**src/rtl/shift_sub_divider.sv**
```systemverilog
// Restoring shift-subtract divider: 32-bit unsigned A/B, one quotient bit per clock.
// A zero divisor completes at once, with quotient all-ones and remainder A.
module shift_sub_divider (
  input  logic        clk,
  input  logic        rst,
  input  logic        start,
  input  logic [31:0] A,
  input  logic [31:0] B,
  output logic [31:0] quotient,
  output logic [31:0] remainder,
  output logic        done,
  output logic        busy,
  output logic        div_zero
);

  typedef enum logic [1:0] {IDLE, CALC, DONE} state_t;

  state_t      state, state_nxt;
  logic [31:0] dvd;      // dividend shifts out MSB-first while quotient bits shift in
  logic [31:0] dvs;
  logic [31:0] rem;
  logic [4:0]  cnt;

  logic [32:0] trial, diff;
  logic        fits;
  logic [31:0] rem_nxt, dvd_nxt;
  logic        last;

  always_comb begin
    trial   = {rem, dvd[31]};
    diff    = trial - {1'b0, dvs};
    fits    = trial >= {1'b0, dvs};
    rem_nxt = fits ? diff[31:0] : trial[31:0];
    dvd_nxt = {dvd[30:0], fits};
    last    = (cnt == 5'd31);
  end

  always_ff @(posedge clk or posedge rst) begin
    if (rst) state <= IDLE;
    else     state <= state_nxt;
  end

  always_comb begin
    state_nxt = state;
    case (state)
      IDLE:    if (start) state_nxt = (B == 32'd0) ? DONE : CALC;
      CALC:    if (last)  state_nxt = DONE;
      DONE:    state_nxt = IDLE;
      default: state_nxt = IDLE;
    endcase
  end

  always_ff @(posedge clk or posedge rst) begin
    if (rst) begin
      dvd       <= '0;
      dvs       <= '0;
      rem       <= '0;
      cnt       <= '0;
      quotient  <= '0;
      remainder <= '0;
      div_zero  <= 1'b0;
    end else begin
      case (state)
        IDLE: if (start) begin
          if (B == 32'd0) begin
            quotient  <= '1;
            remainder <= A;
            div_zero  <= 1'b1;
          end else begin
            dvd <= A;
            dvs <= B;
            rem <= '0;
            cnt <= '0;
          end
        end
        CALC: begin
          dvd <= dvd_nxt;
          rem <= rem_nxt;
          cnt <= cnt + 5'd1;
          // Results only become visible on the final iteration.
          if (last) begin
            quotient  <= dvd_nxt;
            remainder <= rem_nxt;
            div_zero  <= 1'b0;
          end
        end
        default: ;
      endcase
    end
  end

  assign done = (state == DONE);
  assign busy = (state == CALC);

endmodule

```
**config.mk**
```make
export PLATFORM = sky130hd
export DESIGN_NAME = shift_sub_divider
export DESIGN_NICKNAME = d
export VERILOG_FILES = /design/src/rtl/shift_sub_divider.sv
export SDC_FILE = /design/constraint.sdc
export NUM_CORES = 1
export LEC_CHECK = 0
export CELL_PAD_IN_SITES_DETAIL_PLACEMENT = 2
export CELL_PAD_IN_SITES_GLOBAL_PLACEMENT = 2
export CORE_ASPECT_RATIO = 1.25
export CORE_MARGIN = 1.5
export CORE_UTILIZATION = 37
export DETAILED_ROUTE_END_ITERATION = 10
export GPL_ROUTABILITY_DRIVEN = 0
export PLACE_DENSITY_LB_ADDON = 0.1
export SETUP_SLACK_MARGIN = 0.1
export SYNTH_ARGS = -nofsm -noshare
export SYNTH_HDL_FRONTEND = slang
export SYNTH_SLANG_ARGS = --single-unit
```
**constraint.sdc**
```tcl
create_clock -name clk -period 16.35 [get_ports clk]
set_input_delay 2.4525 -clock clk [delete_from_list [all_inputs] [get_ports clk]]
set_output_delay 2.4525 -clock clk [all_outputs]
set_load 0.01 [all_outputs]
```
# Yosys cells after proc, flatten, opt, wreduce, memory -nomap -nowiden

Cells that the tools add are included.

Logic and storage cells: 52
Flip-flop bits (word level): 168
Input port bits: 67
Output and inout port bits: 67

Reductions and logical operators: 7
Add/sub/neg operators: 2
Equal/unequal tests: 7
Muxes and demuxes: 26
Bitwise gates (word level): 1
Order comparisons: 1

Operators by type and width:

| kind                                                                    | number |
|---|---|
| 32-bit two-way mux                                                      | 11 |
| 32-bit one-hot mux with 2 select lines                                  | 4 |
| 33-bit by 32-bit greater-or-equal comparator with 1-bit output          | 1 |
| 32-bit logical NOT                                                      | 1 |
| 32-bit subtractor                                                       | 1 |
| 5-bit two-way mux                                                       | 2 |
| 5-bit one-hot mux with 2 select lines                                   | 1 |
| 2-bit two-way mux                                                       | 3 |
| 2-bit inequality test, second input constant                            | 3 |
| 3-bit AND reduction                                                     | 2 |
| 5-bit by 1-bit adder with 5-bit output, second input constant           | 1 |
| 5-bit == test, second input constant                                    | 1 |
| 2-bit one-hot mux with 2 select lines                                   | 1 |
| 4-bit AND reduction                                                     | 1 |
| 1-bit two-way mux                                                       | 3 |
| 2-bit by 1-bit == test with 1-bit output, second input constant         | 1 |
| 2-bit == test, second input constant                                    | 1 |
| 2-bit logical NOT                                                       | 1 |
| 2-bit by 1-bit inequality test with 1-bit output, second input constant | 1 |
| 1-bit one-hot mux with 2 select lines                                   | 1 |
| 2-bit AND reduction                                                     | 1 |
| 2-bit nonzero test                                                      | 1 |
| 1-bit inverter                                                          | 1 |

# Longest topological paths before layout

Gate-level depths: netlist (run 1).

Depth in word-level cells: 4
Depth in mapped cells: 13
Gate-level depth less buffers: 13

# Worst setup path after synthesis (run 1)

OpenSTA, ideal clock, no wires.

Path type: input port to flip-flop
Start point: input B[25]
End point: register dvs[10]
Cell stages on the path: 7
Path slack: 12183 ps
Library setup time: 125 ps
Data arrival time: 4042 ps
Data required time: 16225 ps
Buffers on the path: 2
Path through: nor4_1 > nand4_1 > o21ai_0 > or3_1 > clkbuf_1 > buf_2 > mux2_2

Word-level cells in the longest chain between the ends: 3

Ends and longest elaborated chain:

| item                                 | line | RTL |
|---|---|---|
| from (decl)                          | 8    | `input logic [31:0] B,` |
| 32-bit logical NOT                   | 65   | `if (B == 32'd0) begin` |
| 1-bit inverter (no source line)      | --   |  |
| 3-bit AND reduction (no source line) | --   |  |
| to (signal assigned)                 | 56   | `dvs <= '0;` |
| to (signal assigned)                 | 71   | `dvs <= B;` |
| to (decl)                            | 20   | `logic [31:0] dvs;` |

No other way between the ends.
A chain may end at the register's enable or synchronous reset.

# Worst setup path after layout (run 1)

Start point: input B[25]
End point: register remainder[27]

Word-level cells in the longest chain between the ends: 3

Ends and longest elaborated chain:

| item                                   | line | RTL |
|---|---|---|
| 32-bit logical NOT                     | 65   |  |
| 2-bit inequality test (no source line) | --   |  |
| 4-bit AND reduction (no source line)   | --   |  |
| to (signal assigned)                   | 83   | `remainder <= rem_nxt;` |
| to (decl)                              | 10   | `output logic [31:0] remainder,` |

No other way between the ends.

==> results of run 1 <==
[metrics by stage]
step	util, %	setup WS (ns)
global placement	44.4	10.24
finish	47.1	10.69
global route	47.1	10.30
floorplan	-	9.35
CTS	47.1	10.58
detailed placement	44.4	10.14
[power breakdown]
part	switching, mW	internal [mW]
registers	0.149	0.606
clock network	0.183	0.266
logic	0.974	0.650
total	1.31	1.52
[cells in the final DEF, fill, tap and decap left out, types with 22 or more instances in the layout]
| master | instances |
|---|---|
| o21ai_0 | 40 |
| dfrtp_1 | 168 |
| a21o_1 | 25 |
| inv_1 | 45 |
| xnor2_1 | 22 |
| mux2_2 | 32 |
| nor2_1 | 78 |
| a31oi_1 | 41 |
| clkdlybuf4s50_1 | 133 |
| a21oi_1 | 52 |
| o22a_1 | 39 |
| nand2_1 | 131 |
| ha_1 | 34 |
[cell families after synthesis]
group           after synthesis  synth area share (%)
flops                       168                  46.3
mux                          42                  5.07
simple gates                297                  15.0
xor+xnor                     26                  2.51
compound gates              274                  20.9
fa+ha+maj                    35                  4.91
buf+inv                     110                  5.29
[worst max-delay path: stages]
cell	delay, ns
clkdlybuf4s50_1	0.43
nor4_1	0.43
nand4_1	0.26
nor2_1	0.28
nand3_1	0.12
a21o_1	0.44
inv_2	0.49
buf_4	0.58
o221a_2	0.29
a21oi_1	0.04
a31oi_1	0.15
[worst paths after layout]
| kind | end | slack, ns |
|---|---|---|
| max in group asynchronous | remainder[19] | 12.29 |
| hold / removal | remainder[19] | 0.48 |
| min in group asynchronous | quotient[3] | 2.55 |
| setup reg to reg | remainder[14] | 12.49 |
| hold reg to reg | remainder[19] | 0.48 |
| setup / recovery | remainder[27] | 10.69 |
[final cells by class]
type / count / share of cell area, %
inverters: 48 / 1.65
repair buffers: 142 / 12.4
flip-flops and latches: 168 / 37.4
multi-input cells: 674 / 39.2
well taps: 325 / 3.62
clock inverters: 13 / 1.70
clock buffers: 19 / 4.03
[synth_stat cells (3+ instances only)]
| library cell | n |
|---|---|
| nand4_2 | 3 |
| nand2b_1 | 5 |
| nand4_1 | 16 |
| mux2_2 | 32 |
| mux2i_1 | 10 |
| xnor2_1 | 22 |
| or3_1 | 7 |
| and3_1 | 3 |
| inv_1 | 47 |
| a211oi_1 | 6 |
| o31ai_1 | 4 |
| nand2_1 | 131 |
| a22oi_1 | 7 |
| o21ai_0 | 40 |
| o221ai_1 | 5 |
| a211oi_2 | 4 |
| nor3_1 | 9 |
| buf_1 | 3 |
| a21oi_2 | 3 |
| nor2b_1 | 3 |
| o22ai_1 | 3 |
| xor2_1 | 4 |
| a21oi_1 | 53 |
| nor2_1 | 78 |
| buf_2 | 23 |
| and2_1 | 3 |
| o22a_1 | 39 |
| o21a_1 | 9 |
| a22o_1 | 4 |
| o211ai_1 | 5 |
| dfrtp_1 | 168 |
| nor4_1 | 12 |
| nand3_1 | 14 |
| o21bai_1 | 5 |
| ha_1 | 34 |
| o21ai_1 | 5 |
| a21o_1 | 25 |
| a31oi_1 | 41 |
| clkbuf_1 | 31 |
[routing by layer]
metal / wire length [µm] / track usage, %
met2: 14600 / 42.0
met4: 423 / 6.19
met3: 943 / 3.49
met1: 13500 / 31.6
met5: 0 / 0
[registers in the layout (all words and copies together) (netlist names)]
signal,count
dvd,32
dvs,32
quotient,32
rem,32
remainder,32
cnt,5
state,2
div_zero,1
==> impl_results.md, run 1 <==
- Routed len/inst: 21.2 µm
- CP arrival: 6.01 ns
- CP required: 16.71 ns
- # fillers: 2556
- # DRC: 0
- Detailed Routing Iterations Pass 1: 4
- Slew @ Worst Pin: 0.995 ns
- DRT antenna net count: 0
- Critical path fanouts, max: between 50 and 60
- Die area: about 0.025 mm²
- Grt total ovfl: 0
- Hold slack: 0.482 ns
- Area leader, netlist: dfrtp_1
- Synth top area share: approximately 46%
- Hold Path Depth: 1
- Final instance area: 0.0112 mm²
- Status: completed
- Endpoints failing setup: 0
- CTS Root Cell: clkbuf_16
- Seq cells post-synth: ~170
- Tmin final: 5.66 ns
- CTS Buffer Depth: 2
- Skew final: between 0.01 and 0.015 ns
- Sink Count: roughly 170
- Vias per inst: 5.53
- Worst hold path class: flip-flop to flip-flop
- Synth area leaders: dfrtp_1, nand2_1, ha_1
- Worst reg2reg startpoint: rem[23]
- Worst-Skew Late Latency: 0.44 ns
- H-tree Lvls: 4
- Hold buffers post-CTS: 0
- Async SR Flop Fraction: 100%
- Sequential cell area: 0.00420 mm²
- DP HPWL: 21400 µm
- Vias in the first global route: 8342
- Distinct cells, synth: 68
- Hold path start: remainder[19]
- PD cells: about 250 mW/mm²
- FMAX: 0.177 GHz
- Cells after synthesis: 952
- Crit path from: B[25]
- Initial antenna violation count: 0
- Yosys warnings: 0
- Final Slew Violations: 0
- RSZ-0062 raised after global routing: false
- Total global-route track usage: 24.2%
- Maxcap violations: 0
- Antenna diodes: 0
- VDD IR max: 0.000124 V
- Number of flops mapped to enable cells by yosys: 0
- Tcrit/Tclk final: 34.6%
- Worst setup path class: primary input to flip-flop
- Largest net degree at the start of global routing: 100
- CTS tree: yes
- Share of layout cells above drive strength 1: between 9 and 10%
- Relative slew margins: 33.7%
- Die height: between 150 and 200 µm
- Startpoint types: primary input
- Mapped Avg Cell Area: 9.53 µm²
- Placed cell area: 0.0106 mm²
- Core ar.: roughly 0.024 mm²
- Routed WL: 29500 µm
- Seq/Total Area, Yosys: 46.3%
- Ports: 134
- Die Width: 143 µm
- Area of the multi-input gates: 0.00441 mm²
- Syn Std Cell Area: roughly 0.009 mm²
- Total power: about 2.8 mW
- Lkg Pwr: a little under 5 nW
- Syn nets: 1054
- Detailed Route Iter0 Violations: 310
- Total CTS buffers: 17
- Layout net count: 1153
- Final hold vios: 0
- Layout Cells excl Fill: 1389
- Primary FF master, synth: dfrtp_1
- Post-cts resize count: 0
- Setup crit end kind: flip-flop
- Row count: 63
- Via Count: 7675
- First-pass GRT wire length: 46900 µm
- TNS Setup: 0 ns
- Cell count after placement: approximately 1400
- Clock Pin Slew Worst Setup and Hold Paths: 0.06 ns
- Initial Util: 38.0%
- R2r worst-path depth: 9
- Post-CTS setup buffers: 0
- Area delta synth->final: 23.9%
- Buffers added on ports: 133
Power figures use the tool's default switching activity.
==> run 2: changes to the inputs <==
--- a/config.mk
+++ b/config.mk
@@ -9,7 +9,7 @@
 export CELL_PAD_IN_SITES_GLOBAL_PLACEMENT = 2
 export CORE_ASPECT_RATIO = 1.25
 export CORE_MARGIN = 1.5
-export CORE_UTILIZATION = 37
+export CORE_UTILIZATION = 31
 export DETAILED_ROUTE_END_ITERATION = 10
 export GPL_ROUTABILITY_DRIVEN = 0
 export PLACE_DENSITY_LB_ADDON = 0.1
==> constraint.sdc (replaced) <==
create_clock -name clk -period 5.2 [get_ports clk]
set_input_delay 0.78 -clock clk [delete_from_list [all_inputs] [get_ports clk]]
set_output_delay 0.78 -clock clk [all_outputs]
set_load 0.01 [all_outputs]
==> run 2 against run 1 <==
Largest power group unchanged. Die area increased by 19%. Cell count increased by 4.8%. Worst hold slack improved by 0.018 ns. Clock power increased to 3.2 times the previous value. Largest cell class unchanged. Sequential share of layout area decreased by 0.46 points. Critical endpoint is now remainder[31]. Non-clock buffer count increased by 4. Global-route usage decreased by 3.8 points. Critical path depth decreased by 1. Worst setup slack got worse by 9.3 ns. Design area increased by 1.3%. Clock-buffer cell count decreased by 1.
==> impl_results.md, run 2 (synthesized netlist as in run 1, its figures left out) <==
- Status: completed
- Grt total ovfl: 0
- Final hold vios: 0
- RSZ-0062 raised after global routing: false
- Core ar.: ~0.029 mm²
- Endpoints failing setup: 0
- Relative slew margins: 34.9%
- Worst R2R Setup Slack: 1.42 ns
- Slew @ Worst Pin: slightly below 1 ns
- Largest net degree at the start of global routing: 169
- Worst setup path class: flip-flop to flip-flop
- Layout net count: 1157
- DP HPWL: approximately 22000 µm
- Worst-Skew Late Latency: 0.43 ns
- Post-cts resize count: 0
- Die height: 194 µm
- Detailed Routing Iterations Pass 1: 5
- Hold slack: 0.500 ns
- Die Width: 156 µm
- DRT antenna net count: 0
- Setup crit end kind: flip-flop
- Final Slew Violations: 0
- Skew final: 0.00793 ns
- Share of layout cells above drive strength 1: 10.0%
- Hold buffers post-CTS: 0
- Initial antenna violation count: 0
- CP required: 5.55 ns
- Final design utilization: 39.8%
- Worst reg2reg startpoint: rem[23]
- CTS Root Cell: clkbuf_16
- Antenna diodes: 0
- Maxcap violations: 0
- Vias in the first global route: roughly 8200
- Vias per inst: around 5.2
- Most common cell after layout, fill and taps aside: dfrtp_1
- Buffers added on ports: around 130
- H-tree Lvls: 4
- Sink Count: 168
- Ports: approximately 130
- FMAX: 0.264 GHz
- R2r worst-path depth: 10
- CTS Buffer Depth: 2
- # DRC: 0
- CP endpoint: remainder[31]
- Row count: 69
- Tmin final: 3.78 ns
- PD cells: 782 mW/mm²
- Lkg Pwr: 4.93 nW
- FF-to-FF End: remainder[31]
- Startpoint types: flip-flop
- Worst hold path class: flip-flop to flip-flop
- Routed WL: 29800 µm
- CP arrival: 4.14 ns
- Total CTS buffers: 17
- VDD IR max: 0.000242 V
- Routed len/inst: 20.5 µm
- Post-CTS setup buffers: 0
- Tcrit/Tclk final: 72.8%
- CTS tree: yes
- Final Worst Setup Slack: 1.42 ns
- Initial Util: 31.8%
- Critical path fanouts, max: 15
- Most frequent cells in the layout: dfrtp_1, clkdlybuf4s50_1, nand2_1
- Via Count: around 7500
- TNS Setup: 0 ns
- Detailed Route Iter0 Violations: approximately 230
- Total global-route track usage: 20.4%
- Die area: 0.0303 mm²
- Post-place setup slack: 0.972 ns
- Crit path from: rem[23]
- Area delta synth->final: 25.4%
- Clock Pin Slew Worst Setup and Hold Paths: ~0.07 ns
- First-pass GRT wire length: 47700 µm
## run 2: critical path, stage by stage, from the launching register on
cell and delay [ns]:
dfrtp_1 0.43, ha_1 0.63, nand4_1 0.25, nor4_1 0.53, a311oi_1 0.17, o21ai_1 0.16, or3_1 0.71, nand2_2 0.20
a211oi_2 0.21, a31oi_1 0.20, a31oi_1 0.20
## run 2: through the flow
| step | instances | area [µm²] | total power, mW |
|---|---|---|---|
| CTS | 1456 | 11400 | 9.04 |
| global route | 1456 | 11400 | 9.66 |
| finish | 1456 | 11400 | 8.91 |
| detailed placement | 1426 | 10700 | 7.52 |
| floorplan | 952 | 9080 | 5.80 |
| global placement | 1426 | 10700 | 7.38 |
## run 2: how the worst min path moves through the flow
stage	depth (start not counted)	endpoint	slack (ns)	start
6_report	1	remainder[14]	0.50	remainder[14]
5_1_grt	1	dvs[8]	0.51	dvs[8]
4_1_cts	1	remainder[14]	0.51	remainder[14]
3_5_place_dp	1	remainder[14]	0.49	remainder[14]
3_3_place_gp	1	remainder[14]	0.48	remainder[14]
2_1_floorplan	2	rem[31]	0.46	rem[31]
## run 2: area by class of cell
type / count / area, µm²
clock buffer: 18 / 439
multi-input combinational: 674 / 4410
inverter: 48 / 184
timing repair buffer: 146 / 1440
sequential: 168 / 4200
tap: 390 / 488
fill: 3083 / 17200
clock inverter: 12 / 224
## run 2: power breakdown
part,total (mW),switching (mW),internal [mW]
clock,1.45,0.544,0.910
combinational,5.06,3.01,2.05
sequential,2.39,0.489,1.91
## run 2: layer usage
layer	up-vias	wire (µm)	global-route usage [%]	part of all wire [%]
met5	-	0	0	0
met4	0	315	4.83	1.1
met3	18	804	2.56	2.7
met2	118	14600	34.7	49
met1	3811	14100	27.6	47
li1	3590	-	-	-
==> run 3: changes to the inputs <==
==> constraint.sdc (replaced) <==
create_clock -name clk -period 3.1 [get_ports clk]
set_input_delay 0.465 -clock clk [delete_from_list [all_inputs] [get_ports clk]]
set_output_delay 0.465 -clock clk [all_outputs]
set_load 0.01 [all_outputs]
==> run 3 against run 2 <==
Design area increased by 8.5%. Core utilization grew 3.4 points. Sequential share of layout area shrank 2.9 points. Largest cell class unchanged. Critical path type unchanged. Clock-buffer cell count down 1. Cell count grew 5.7%. Flip-flop and latch count stayed put. Sequential power grew 67%. Critical endpoint is now remainder[22]. Clock power grew 49%. First-iteration DRC count grew 22%. Global-route usage up 1.1 points.
==> impl_results.md, run 3 (synthesized netlist as in run 1, its figures left out) <==
- Clock Pin Slew Worst Setup and Hold Paths: 0.07 ns
- Row count: 69
- Final instance area: 0.0124 mm²
- Share of layout cells above drive strength 1: 20.5%
- Worst hold path class: flip-flop to flip-flop
- # fillers: 3036
- Die height: 194 µm
- Sequential cell area: 0.00421 mm²
- Initial Util: a little under a third
- Startpoint types: flip-flop
- Sink Count: 168
- Final Slew Violations: 0
- CP cell instances: inv_1, ha_2, inv_2, fa_2, a21oi_2, nor2_1, o31ai_2, buf_4, a211oi_4, nor3b_4, o21ai_2, xor2_1, mux2i_2, buf_4, a211oi_2
- Critical path fanouts, max: 3
- Die Width: 156 µm
- Total CTS buffers: 17
- Skew final: 0.0100 ns
- Area delta synth->final: 36.1%
- Total global-route track usage: 21.6%
- Detailed Route Iter0 Violations: 279
- CP arrival: 3.36 ns
- FMAX: between 0.3 and 0.4 GHz
- CTS Buffer Depth: 2
- Worst setup path class: flip-flop to flip-flop
- Layout net count: 1239
- Final hold vios: 0
- First-pass GRT wire length: 50100 µm
- CTS Root Cell: clkbuf_16
- Placed cell area: 0.0114 mm²
- CP most frequent cell: buf_4
- Relative slew margins: 46.0%
- Area of the multi-input gates: 0.00471 mm²
- Layout Cells excl Fill: about 1500
- # DRC: 0
- Worst-Skew Late Latency: 0.44 ns
- Tmin final: between 3 and 4 ns
- Endpoints failing setup: 0
- Die area: around 0.030 mm²
- Ports: 134
- RSZ-0062 raised after global routing: true
- PD cells: 1380 mW/mm²
- Maxcap violations: 0
- Grt total ovfl: 0
- H-tree Lvls: 4
- DP HPWL: around 24000 µm
- Most frequent cells in the layout: dfrtp_1, clkdlybuf4s50_1, nand2_1
- Vias in the first global route: 8692
- Most common cell after layout, fill and taps aside: dfrtp_1
- R2r worst-path depth: 15
- Vias per inst: 5.18
- Critical path's largest stage delay: 0.42 ns
- Detailed Routing Iterations Pass 1: 4
- Initial antenna violation count: 0
- Hold Path End: remainder[24]
- FF-to-FF End: remainder[22]
- Tcrit/Tclk final: 96.9%
- Lkg Pwr: around 5.3 nW
- Hold path start: remainder[24]
- CP required: around 3.5 ns
- DRT antenna net count: 0
- Slowest cell on crit path: dfrtp_1
- Routed WL: 32200 µm
- Status: completed
- Slew @ Worst Pin: 0.811 ns
- VDD IR max: 0.000583 V
- CTS tree: yes
- Core ar.: about 0.029 mm²
- Via Count: 7979
- Final design utilization: 43.2%
- Largest net degree at the start of global routing: 67
- Routed len/inst: between 20 and 25 µm
- Hold buffers post-CTS: 0
- Hold Path Depth: 1
- Buffers added on ports: 133
- Antenna diodes: 0
- Cell count after placement: 1495
- Setup crit end kind: flip-flop
- Worst reg2reg startpoint: dvd[31]
- Worst R2R Setup Slack: 0.1 ns
run 3: cell count changes in the layout (fill, tap and decap cells not counted), sizes merged:
cell      before  now
clkinv         4    5
clkbuf        18   17
clkinvlp       2    5
buf           13   95
bufinv         6    2
inv           48   50
run 3: how the worst max path moves through the flow:
stage                    end  cells past startpoint     from  slack, ns
6_report       remainder[22]                     15  dvd[31]        0.1
3_5_place_dp         rem[22]                     14  dvd[31]      -0.27
4_1_cts        remainder[21]                     12   dvs[4]       0.12
5_1_grt        remainder[22]                     15  dvd[31]      -0.03
3_3_place_gp         rem[22]                     14  dvd[31]      -0.25
2_1_floorplan  remainder[26]                     13  dvd[31]       0.42
run 3: critical path, delay by kind of cell (launching register included):
family | cells | cell delay (ns)
compound gates | 5 | 0.79
xor+xnor | 1 | 0.20
fa+ha+maj | 2 | 0.54
buf+inv | 4 | 0.48
flops | 1 | 0.42
mux | 1 | 0.10
simple gates | 2 | 0.40
run 3: timing repair:
| item | 4_1_cts | 5_1_grt |
|---|---|---|
| endpoints found under the setup margin | 28 | 34 |
| pin swaps | 8 | 14 |
| gates resized for setup | 14 | 47 |
| buffers inserted | 5 | 8 |
run 3: stage by stage:
step	power (mW)	TNS, ns	hold slack [ns]	setup slack (ns)
after global routing	18.3	-0.0434	0.504	-0.0305
after floorplan	9.73	0	0.460	0.420
after global placement	13.6	-3.03	0.462	-0.248
after CTS	16.4	0	0.484	0.116
final	17.0	0	0.479	0.0961
after detailed placement	13.9	-2.20	0.469	-0.267
run 3: final cells by class:
| type | count | area share, % |
|---|---|---|
| Timing Repair Buffer | 228 | 17.7 |
| Tap cell | 390 | 3.95 |
| Multi-Input combinational cell | 674 | 38.2 |
| Inverter | 48 | 1.49 |
| Sequential cell | 168 | 34.1 |
| Clock buffer | 17 | 3.44 |
| Clock inverter | 14 | 1.23 |
run 3: report_power, final:
part | total [mW] | internal (mW) | switching, mW | leakage [nW]
registers | 3.98 | 3.20 | 0.784 | 2.04
clock network | 2.16 | 1.19 | 0.968 | 0.273
logic | 10.9 | 5.03 | 5.86 | 3.02
total | 17.0 | 9.42 | 7.62 | 5.32
run 3: metal layers:
metal | GRT usage [%] | vias up | part of all wire (%)
li1 | - | 3751 | -
met3 | 3.01 | 37 | 2.8
met5 | 0 | - | 0
met2 | 35.6 | 136 | 49
met1 | 29.3 | 4055 | 47
met4 | 6.21 | 0 | 1.9
